## config.mk

```make
export PLATFORM = sky130hd
export DESIGN_NAME = jstk2_led_spi_flat
export DESIGN_NICKNAME = d
export VERILOG_FILES = /design/src/rtl/jstk2_led_spi_if.sv /design/src/rtl/jstk2_led_spi.sv /design/src/flat_wrapper.sv
export SDC_FILE = /design/constraint.sdc
export NUM_CORES = 1
export LEC_CHECK = 0
export ABC_CLOCK_PERIOD_IN_PS = 3950
export CORE_MARGIN = 2
export CORE_UTILIZATION = 45
export CTS_CLUSTER_SIZE = 25
export DETAILED_ROUTE_END_ITERATION = 10
export PLACE_DENSITY = 0.65
export SYNTH_ARGS = -nofsm -noshare
export SYNTH_HDL_FRONTEND = slang
export SYNTH_SLANG_ARGS = --single-unit
```

## constraint.sdc

```tcl
create_clock -name clk -period 3.95 [get_ports clk]
set_input_delay 0.395 -clock clk [delete_from_list [all_inputs] [get_ports clk]]
set_output_delay 0.395 -clock clk [all_outputs]
set_load 0.02 [all_outputs]
```

## src/rtl/jstk2_led_spi_if.sv

```systemverilog
// Signal bundle between the colour-select logic, the JSTK2 SPI pins and the
// joystick consumers; master is the jstk2_led_spi side.
interface jstk2_led_spi_if;
    logic [23:0] color_in;
    logic        start;
    logic        busy;
    logic        done;
    logic        ss_n;
    logic        sclk;
    logic        mosi;
    logic        miso;
    logic [9:0]  joy_x;
    logic [9:0]  joy_y;
    logic [1:0]  joy_btn;

    modport master (
        input  color_in, start, miso,
        output busy, done, ss_n, sclk, mosi, joy_x, joy_y, joy_btn
    );

    modport slave (
        output color_in, start, miso,
        input  busy, done, ss_n, sclk, mosi, joy_x, joy_y, joy_btn
    );
endinterface

```

## src/rtl/jstk2_led_spi.sv

```systemverilog
// Sends the 5-byte JSTK2 "set LED RGB" command (0x84, R, G, B, 0x00) over SPI mode 0
// and captures the joystick position/button reply returned in the same frame.
module jstk2_led_spi #(
    parameter int unsigned SCLK_HALF    = 6,
    parameter int unsigned SS_SETUP_CYC = 180,
    parameter int unsigned BYTE_GAP_CYC = 120,
    parameter int unsigned SS_HOLD_CYC  = 300
) (
    input logic             clk,
    input logic             rst_n,
    jstk2_led_spi_if.master bus
);
    typedef enum logic [2:0] {StIdle, StSetup, StShift, StGap, StHold} state_e;

    localparam logic [8:0] SetupLoad = 9'(SS_SETUP_CYC - 1);
    localparam logic [8:0] GapLoad   = 9'(BYTE_GAP_CYC - 1);
    localparam logic [8:0] HoldLoad  = 9'(SS_HOLD_CYC - 1);
    localparam logic [8:0] HalfLoad  = 9'(SCLK_HALF - 1);

    state_e      state_q, state_d;
    logic [8:0]  cnt_q, cnt_d;
    logic [2:0]  bit_q, bit_d;
    logic [2:0]  byte_q, byte_d;
    logic        sclk_q, sclk_d;
    logic        ss_n_q, ss_n_d;
    logic        busy_q, busy_d;
    logic        done_q, done_d;
    logic [39:0] tx_q, tx_d;
    logic [39:0] rx_q, rx_d;
    logic [9:0]  joy_x_q, joy_x_d;
    logic [9:0]  joy_y_q, joy_y_d;
    logic [1:0]  joy_btn_q, joy_btn_d;
    logic        miso_s1_q, miso_s2_q;

    always_comb begin
        state_d   = state_q;
        cnt_d     = cnt_q;
        bit_d     = bit_q;
        byte_d    = byte_q;
        sclk_d    = sclk_q;
        ss_n_d    = ss_n_q;
        busy_d    = busy_q;
        done_d    = 1'b0;
        tx_d      = tx_q;
        rx_d      = rx_q;
        joy_x_d   = joy_x_q;
        joy_y_d   = joy_y_q;
        joy_btn_d = joy_btn_q;

        case (state_q)
            StIdle: begin
                // Holding start high restarts one cycle after done, never in the done cycle.
                if (bus.start && !done_q) begin
                    tx_d    = {8'h84, bus.color_in, 8'h00};
                    rx_d    = '0;
                    cnt_d   = SetupLoad;
                    bit_d   = 3'd0;
                    byte_d  = 3'd0;
                    ss_n_d  = 1'b0;
                    busy_d  = 1'b1;
                    state_d = StSetup;
                end
            end
            StSetup, StGap: begin
                if (cnt_q == 9'd0) begin
                    cnt_d   = HalfLoad;
                    state_d = StShift;
                end else begin
                    cnt_d = cnt_q - 9'd1;
                end
            end
            StShift: begin
                if (cnt_q != 9'd0) begin
                    cnt_d = cnt_q - 9'd1;
                end else if (!sclk_q) begin
                    sclk_d = 1'b1;
                    cnt_d  = HalfLoad;
                    rx_d   = {rx_q[38:0], miso_s2_q};
                end else begin
                    // Falling edge: mosi (tx_q[39]) moves on to the next bit.
                    sclk_d = 1'b0;
                    tx_d   = {tx_q[38:0], 1'b0};
                    bit_d  = bit_q + 3'd1;
                    if (bit_q != 3'd7) begin
                        cnt_d = HalfLoad;
                    end else if (byte_q == 3'd4) begin
                        ss_n_d  = 1'b1;
                        cnt_d   = HoldLoad;
                        state_d = StHold;
                    end else begin
                        byte_d  = byte_q + 3'd1;
                        cnt_d   = GapLoad;
                        state_d = StGap;
                    end
                end
            end
            StHold: begin
                if (cnt_q == 9'd0) begin
                    busy_d    = 1'b0;
                    done_d    = 1'b1;
                    joy_x_d   = {rx_q[25:24], rx_q[39:32]};
                    joy_y_d   = {rx_q[9:8], rx_q[23:16]};
                    joy_btn_d = rx_q[1:0];
                    state_d   = StIdle;
                end else begin
                    cnt_d = cnt_q - 9'd1;
                end
            end
            default: state_d = StIdle;
        endcase
    end

    always_ff @(posedge clk or negedge rst_n) begin
        if (!rst_n) begin
            state_q   <= StIdle;
            cnt_q     <= '0;
            bit_q     <= '0;
            byte_q    <= '0;
            sclk_q    <= 1'b0;
            ss_n_q    <= 1'b1;
            busy_q    <= 1'b0;
            done_q    <= 1'b0;
            tx_q      <= '0;
            rx_q      <= '0;
            joy_x_q   <= '0;
            joy_y_q   <= '0;
            joy_btn_q <= '0;
            miso_s1_q <= 1'b0;
            miso_s2_q <= 1'b0;
        end else begin
            state_q   <= state_d;
            cnt_q     <= cnt_d;
            bit_q     <= bit_d;
            byte_q    <= byte_d;
            sclk_q    <= sclk_d;
            ss_n_q    <= ss_n_d;
            busy_q    <= busy_d;
            done_q    <= done_d;
            tx_q      <= tx_d;
            rx_q      <= rx_d;
            joy_x_q   <= joy_x_d;
            joy_y_q   <= joy_y_d;
            joy_btn_q <= joy_btn_d;
            miso_s1_q <= bus.miso;
            miso_s2_q <= miso_s1_q;
        end
    end

    // tx_q is all zeros once the last byte has shifted out, so mosi idles low.
    assign bus.mosi    = tx_q[39];
    assign bus.sclk    = sclk_q;
    assign bus.ss_n    = ss_n_q;
    assign bus.busy    = busy_q;
    assign bus.done    = done_q;
    assign bus.joy_x   = joy_x_q;
    assign bus.joy_y   = joy_y_q;
    assign bus.joy_btn = joy_btn_q;
endmodule
```

## src/flat_wrapper.sv

```systemverilog
// flat-port wrapper written by rule: the top's interface ports become plain ports
module jstk2_led_spi_flat 
#(
    parameter int unsigned SCLK_HALF    = 6,
    parameter int unsigned SS_SETUP_CYC = 180,
    parameter int unsigned BYTE_GAP_CYC = 120,
    parameter int unsigned SS_HOLD_CYC  = 300
)
  (clk, rst_n, bus_color_in, bus_start, bus_miso, bus_busy, bus_done, bus_ss_n, bus_sclk, bus_mosi, bus_joy_x, bus_joy_y, bus_joy_btn);
  jstk2_led_spi_if bus_i ();
  input logic clk;
  input logic rst_n;
  input wire logic [$bits(bus_i.color_in)-1:0] bus_color_in;
  input wire logic [$bits(bus_i.start)-1:0] bus_start;
  input wire logic [$bits(bus_i.miso)-1:0] bus_miso;
  output wire logic [$bits(bus_i.busy)-1:0] bus_busy;
  output wire logic [$bits(bus_i.done)-1:0] bus_done;
  output wire logic [$bits(bus_i.ss_n)-1:0] bus_ss_n;
  output wire logic [$bits(bus_i.sclk)-1:0] bus_sclk;
  output wire logic [$bits(bus_i.mosi)-1:0] bus_mosi;
  output wire logic [$bits(bus_i.joy_x)-1:0] bus_joy_x;
  output wire logic [$bits(bus_i.joy_y)-1:0] bus_joy_y;
  output wire logic [$bits(bus_i.joy_btn)-1:0] bus_joy_btn;
  assign bus_i.color_in = bus_color_in;
  assign bus_i.start = bus_start;
  assign bus_i.miso = bus_miso;
  assign bus_busy = bus_i.busy;
  assign bus_done = bus_i.done;
  assign bus_ss_n = bus_i.ss_n;
  assign bus_sclk = bus_i.sclk;
  assign bus_mosi = bus_i.mosi;
  assign bus_joy_x = bus_i.joy_x;
  assign bus_joy_y = bus_i.joy_y;
  assign bus_joy_btn = bus_i.joy_btn;
  jstk2_led_spi #(.SCLK_HALF(SCLK_HALF), .SS_SETUP_CYC(SS_SETUP_CYC), .BYTE_GAP_CYC(BYTE_GAP_CYC), .SS_HOLD_CYC(SS_HOLD_CYC)) u_core (.clk(clk), .rst_n(rst_n), .bus(bus_i));
endmodule
```

; ---- After elaboration in Yosys (flattened, before gate mapping)
; Index checks and enable logic that the tools add are counted.
[word_totals]
inputBits = 28
output_inout_bits = 27
regBits = 126
wordCells = 98
[classes]
n_reduce_logical = 18
add_sub_neg = 3
muxes = 45
eq_ne = 16
bitwise_logic = 1
[ops]
columns = op, n
row1 = $mux W40, 6
row2 = $pmux W40 S2, 2
row3 = $mux W9, 7
row4 = $mux W3, 14
row5 = $pmux W9 S4, 1
row6 = $reduce_and A6 Y1, 3
row7 = $pmux W3 S2, 2
row8 = $pmux W3 S4, 1
row9 = $mux W1, 10
row10 = $ne A2 B1 Y1 const B, 5
row11 = $ne A2 B2 Y1 const B, 5
row12 = $logic_not A9 Y1, 1
row13 = $reduce_bool A9 Y1, 1
row14 = $sub A9 B1 Y9 const B, 1
row15 = $reduce_and A4 Y1, 2
row16 = $add A3 B1 Y3 const B, 2
row17 = $eq A3 B2 Y1 const B, 2
row18 = $eq A3 B3 Y1 const B, 2
row19 = $reduce_and A3 Y1, 2
row20 = $pmux W1 S2, 2
row21 = $reduce_and A2 Y1, 2
row22 = $reduce_bool A2 Y1, 2
row23 = $reduce_bool A4 Y1, 1
row24 = $eq A3 B1 Y1 const B, 1
row25 = 6 further kinds, 6

; ---- Depth between registers and ports, before layout
[depth]
depth_word = 6
depth_mapped = 8
depth_no_buf = 6

; ---- Worst setup path after synthesis
; No wires, ideal clock.
[synth_path]
path_type = register -> register
from = reg u_core.cnt_q[0]
to = reg u_core.rx_q[1]
n_path_buf = 2
period_less_slack_ns = 2.127
setup_slack_ns = 1.823
stages_incl_launch_ff = 9
required_ns = 3.825
setup_ns = 0.125
arrival_ns = 2.002
cell_sequence = dfrtp_1 > inv_1 > ha_1 > or4b_1 > buf_2 > nor2_8 > a31oi_2 > buf_6 > mux2_4
[synth_between]
elab_chain_len = 3
[synth_lines]
columns = element, line_no
row1 = start: declaration, jstk2_led_spi.sv:21  ; logic [8:0] cnt_q, cnt_d;
row2 = start signal: assignment, jstk2_led_spi.sv:132  ; cnt_q <= cnt_d;
row3 = $reduce_bool A9 Y1, jstk2_led_spi.sv:73  ; if (cnt_q != 9'd0) begin
row4 = $ne A2 B2 Y1 (no line), --
row5 = $reduce_and A4 Y1 (no line), --
row6 = end signal: assignment, jstk2_led_spi.sv:140  ; rx_q <= rx_d;
row7 = end: declaration, jstk2_led_spi.sv:29  ; logic [39:0] rx_q, rx_d;
; Every way passes these cells.
; A chain may end at the register's enable or synchronous reset.

; ---- Final worst setup path
[layout_path]
from = reg u_core.cnt_q[1]
to = reg u_core.byte_q[0]
[layout_between]
elab_chain_len = 3
[layout_lines]
columns = element, line_no
row1 = $reduce_bool A9 Y1, jstk2_led_spi.sv:73
row2 = $ne A2 B2 Y1 (no line), --
row3 = $reduce_and A6 Y1 (no line), --
row4 = end signal: assignment, jstk2_led_spi.sv:134  ; byte_q <= byte_d;
row5 = end: declaration, jstk2_led_spi.sv:23  ; logic [2:0] byte_q, byte_d;
; Every way passes these cells.

==> impl_metrics.tcl <==
set metrics [dict create \
    crit_required_ns 4.24 \
    io_pins 55 \
    r2r_slack_ns 1.19 \
    synth_cells 492 \
    power.share.switching_pct 20.0 \
    fin_crit_ns 2.76 \
    intPower_mw 2.33 \
    area_growth_pct 22.7 \
    synth_area_um2 5530 \
    nets 576 \
    post_cts_buffers 0 \
    start_util_pct 46.0 \
    overflow 0 \
    final_core_util_pct 56.4 \
    n_fill_cell 1062 \
    antenna_cells 0 \
    clock_skew_ns 0.00618 \
    clk_latency_ns 0.41 \
    worst-path-max-fanout 12 \
    drive_gt1_share_pct 16.9 \
    seqPwrFrac_pct 42.2 \
    cts_made_buffers 17 \
    cts-root-buf "clkbuf_16" \
    critical_path.reg2reg.startpoint "u_core.cnt_q[1]" \
    syn-num-nets 525 \
    hold_viol 0 \
    cts_hold_buf 0 \
    antenna_found_initial 0 \
    viasPerCell 5.42 \
    h-tree-depth 4 \
    vias 3809 \
    cp-end-kind "flip-flop" \
    detail-route-antenna-nets 0 \
    grt_start_max_net_pins 64 \
    power_frac_comb_pct 2.4 \
    dpl.hpwl_mm 7.03 \
    crit_arrival_ns 3.05 \
    cts.reportedPaths.clkPinSlew_ns 0.05 \
    synth-edff-count 0 \
    route.detailed.drc 0 \
    powerDensity_nw_per_um2 430 \
    die_width_um 115 \
    core_area_um2 12000 \
    yosysMostFrequentCell "dfrtp_1" \
    firstDrtPassIters 4 \
    yosys-top-cells-area "dfrtp_1, mux2i_1, mux2_4" \
    async_flop_share_pct 100 \
    cts_tree "done" \
    setup_viol 0 \
    p_clk_share_pct 55.3 \
    cap_violations 0 \
    timing.hold.ws_ns 0.0637 \
    r2r.worst_path.cells 6 \
    reg2reg_to "u_core.byte_q[0]" \
    synth_top_area_cell "dfrtp_1" \
    rows 40 \
    avgSynthCellArea_um2 11.2 \
    yosys_register_bits 118 \
    placed_cells 671 \
    maxSlewHeadroom_pct 42.3 \
    drt-wirelength-per-cell_um 16.0 \
    wirelength_mm 11.2 \
    max_freq_mhz 362 \
    fin_cells 703 \
    ir_drop_mv 0.226 \
    grt_pass1_wl_mm 19.1 \
    ys_types 60 \
    synth_common_cells "dfrtp_1, nand2_1, mux2i_1" \
    ys_seq_area_share_pct 53.5 \
    maxSlewViolCount 0 \
    cp-start-kind "flip-flop" \
    outcome "completed" \
    cts_resized 0 \
    port_buffers 54 \
    p_sw_uw 583 \
    rsz0062_at_grt "false" \
    period_share_pct 69.9 \
    grt_usage_pct 18.7 \
    crit_type "flip-flop to flip-flop" \
    ys_warn_count 0 \
    drtIter0Drc 272 \
    yosysTopAreaCellShare_pct 53.0 \
    grt_pass1_vias 3903 \
    ys.flop_type "dfrtp_1" \
    p_leak_nw 3.26 \
    numClockSinks 118 \
    tightest_slew_ns 0.854 \
    fp.dieH_um 115 \
    final.setup.tns_ns 0 \
    total_power_mw 2.92 \
    gp_congestion 0.924 \
    hold_class "input port to async pin" \
    clockBufferDepth 2 \
    dieArea_um2 13200 \
]
[flip-flops by register name, summed over array words and instances (netlist names)]
name	count
u_core.bus.joy_y	10
u_core.bus.joy_x	10
u_core.cnt_q	9
u_core.byte_q	3
u_core.bus.done	1
u_core.state_q	3
u_core.bus.ss_n	1
u_core.rx_q	40
u_core.miso_s1_q	1
u_core.bit_q	3
u_core.bus.busy	1
u_core.bus.sclk	1
u_core.bus.joy_btn	2
u_core.tx_q	32
u_core.miso_s2_q	1
[worst max-delay path, stage by stage (launching register included)]
cell	delay, ns
dfrtp_1	0.39
inv_1	0.09
ha_1	0.26
or4b_1	0.72
nor4_4	0.64
o22ai_1	0.23
mux2_2	0.31
[cell type report]
class	count	area, um2	area share [%]
Timing Repair Buffer	63	606	8.93
Sequential cell	118	2950	43.6
Clock inverter	7	116	1.72
Tap cell	147	184	2.71
Inverter	30	113	1.66
Clock buffer	25	505	7.46
Multi-Input combinational cell	313	2300	33.9
[cell families (layout without fill, tap and decap cells)]
kind of cell,count (synthesis),in the layout,share of synthesized area [%]
AND/OR/NAND/NOR,146,146,13.4
buffers and inverters,61,125,5.19
flip-flops,118,118,53.5
AO/OA/AOI/OAI,71,71,8.20
adder cells (fa/ha/maj),5,5,1.13
multiplexers,86,86,17.8
XOR/XNOR,5,5,0.793
[through the flow]
stage	cell area (um2)	setup slack [ns]
floorplan	5530	1.82
global placement	6160	1.36
finish	6780	1.19
detailed placement	6160	1.25
global route	6780	1.06
CTS	6780	1.21
[layer usage]
| metal | GRT usage (%) | vias up | share of wire, % |
|---|---|---|---|
| li1 | - | 1829 | - |
| met1 | 25.0 | 1863 | 46 |
| met2 | 29.0 | 99 | 48 |
| met3 | 5.69 | 18 | 4.4 |
| met4 | 7.23 | 0 | 1.5 |
| met5 | 0 | - | 0 |
[power groups by stage]
stage / Sequential (mW) / Clock [mW] / Combinational, mW
global route: 1.23 / 1.70 / 0.0813
detailed placement: 1.25 / 0 / 0.0743
global placement: 1.25 / 0 / 0.0718
CTS: 1.23 / 1.64 / 0.0746
finish: 1.23 / 1.61 / 0.0714
floorplan: 1.25 / 0 / 0.0176
[worst max-delay path by stage]
stage	to	cells past startpoint	from
3_5_place_dp	u_core.byte_q[0]	6	u_core.cnt_q[0]
4_1_cts	u_core.tx_q[10]	7	u_core.cnt_q[1]
6_report	u_core.byte_q[0]	6	u_core.cnt_q[1]
3_3_place_gp	u_core.byte_q[0]	6	u_core.cnt_q[0]
5_1_grt	u_core.tx_q[10]	7	u_core.cnt_q[0]
2_1_floorplan	u_core.rx_q[1]	8	u_core.cnt_q[0]
[placed cells by master (no fill, tap or decap), types with 2 or more instances in the layout]
master	n
o21ai_1	21
nand2b_1	3
bufinv_16	3
clkbuf_16	17
clkbuf_1	3
a22o_1	3
a211oi_1	2
nand4_1	2
ha_1	5
a31oi_1	3
a311oi_1	3
inv_1	30
o2bb2ai_1	2
o21ai_0	11
a21oi_1	7
nor3_1	6
xnor2_1	4
or3b_2	3
mux2_4	19
clkdlybuf4s50_1	53
clkbuf_8	5
mux2i_1	44
o31ai_1	2
nand3_1	34
clkinv_2	2
o221ai_1	2
nand2_1	51
o22ai_1	2
mux2_2	23
o21bai_1	2
nor4_1	2
buf_4	10
nor2_1	26
dfrtp_1	117
or4_1	4
(Power assumes the default switching activity.)
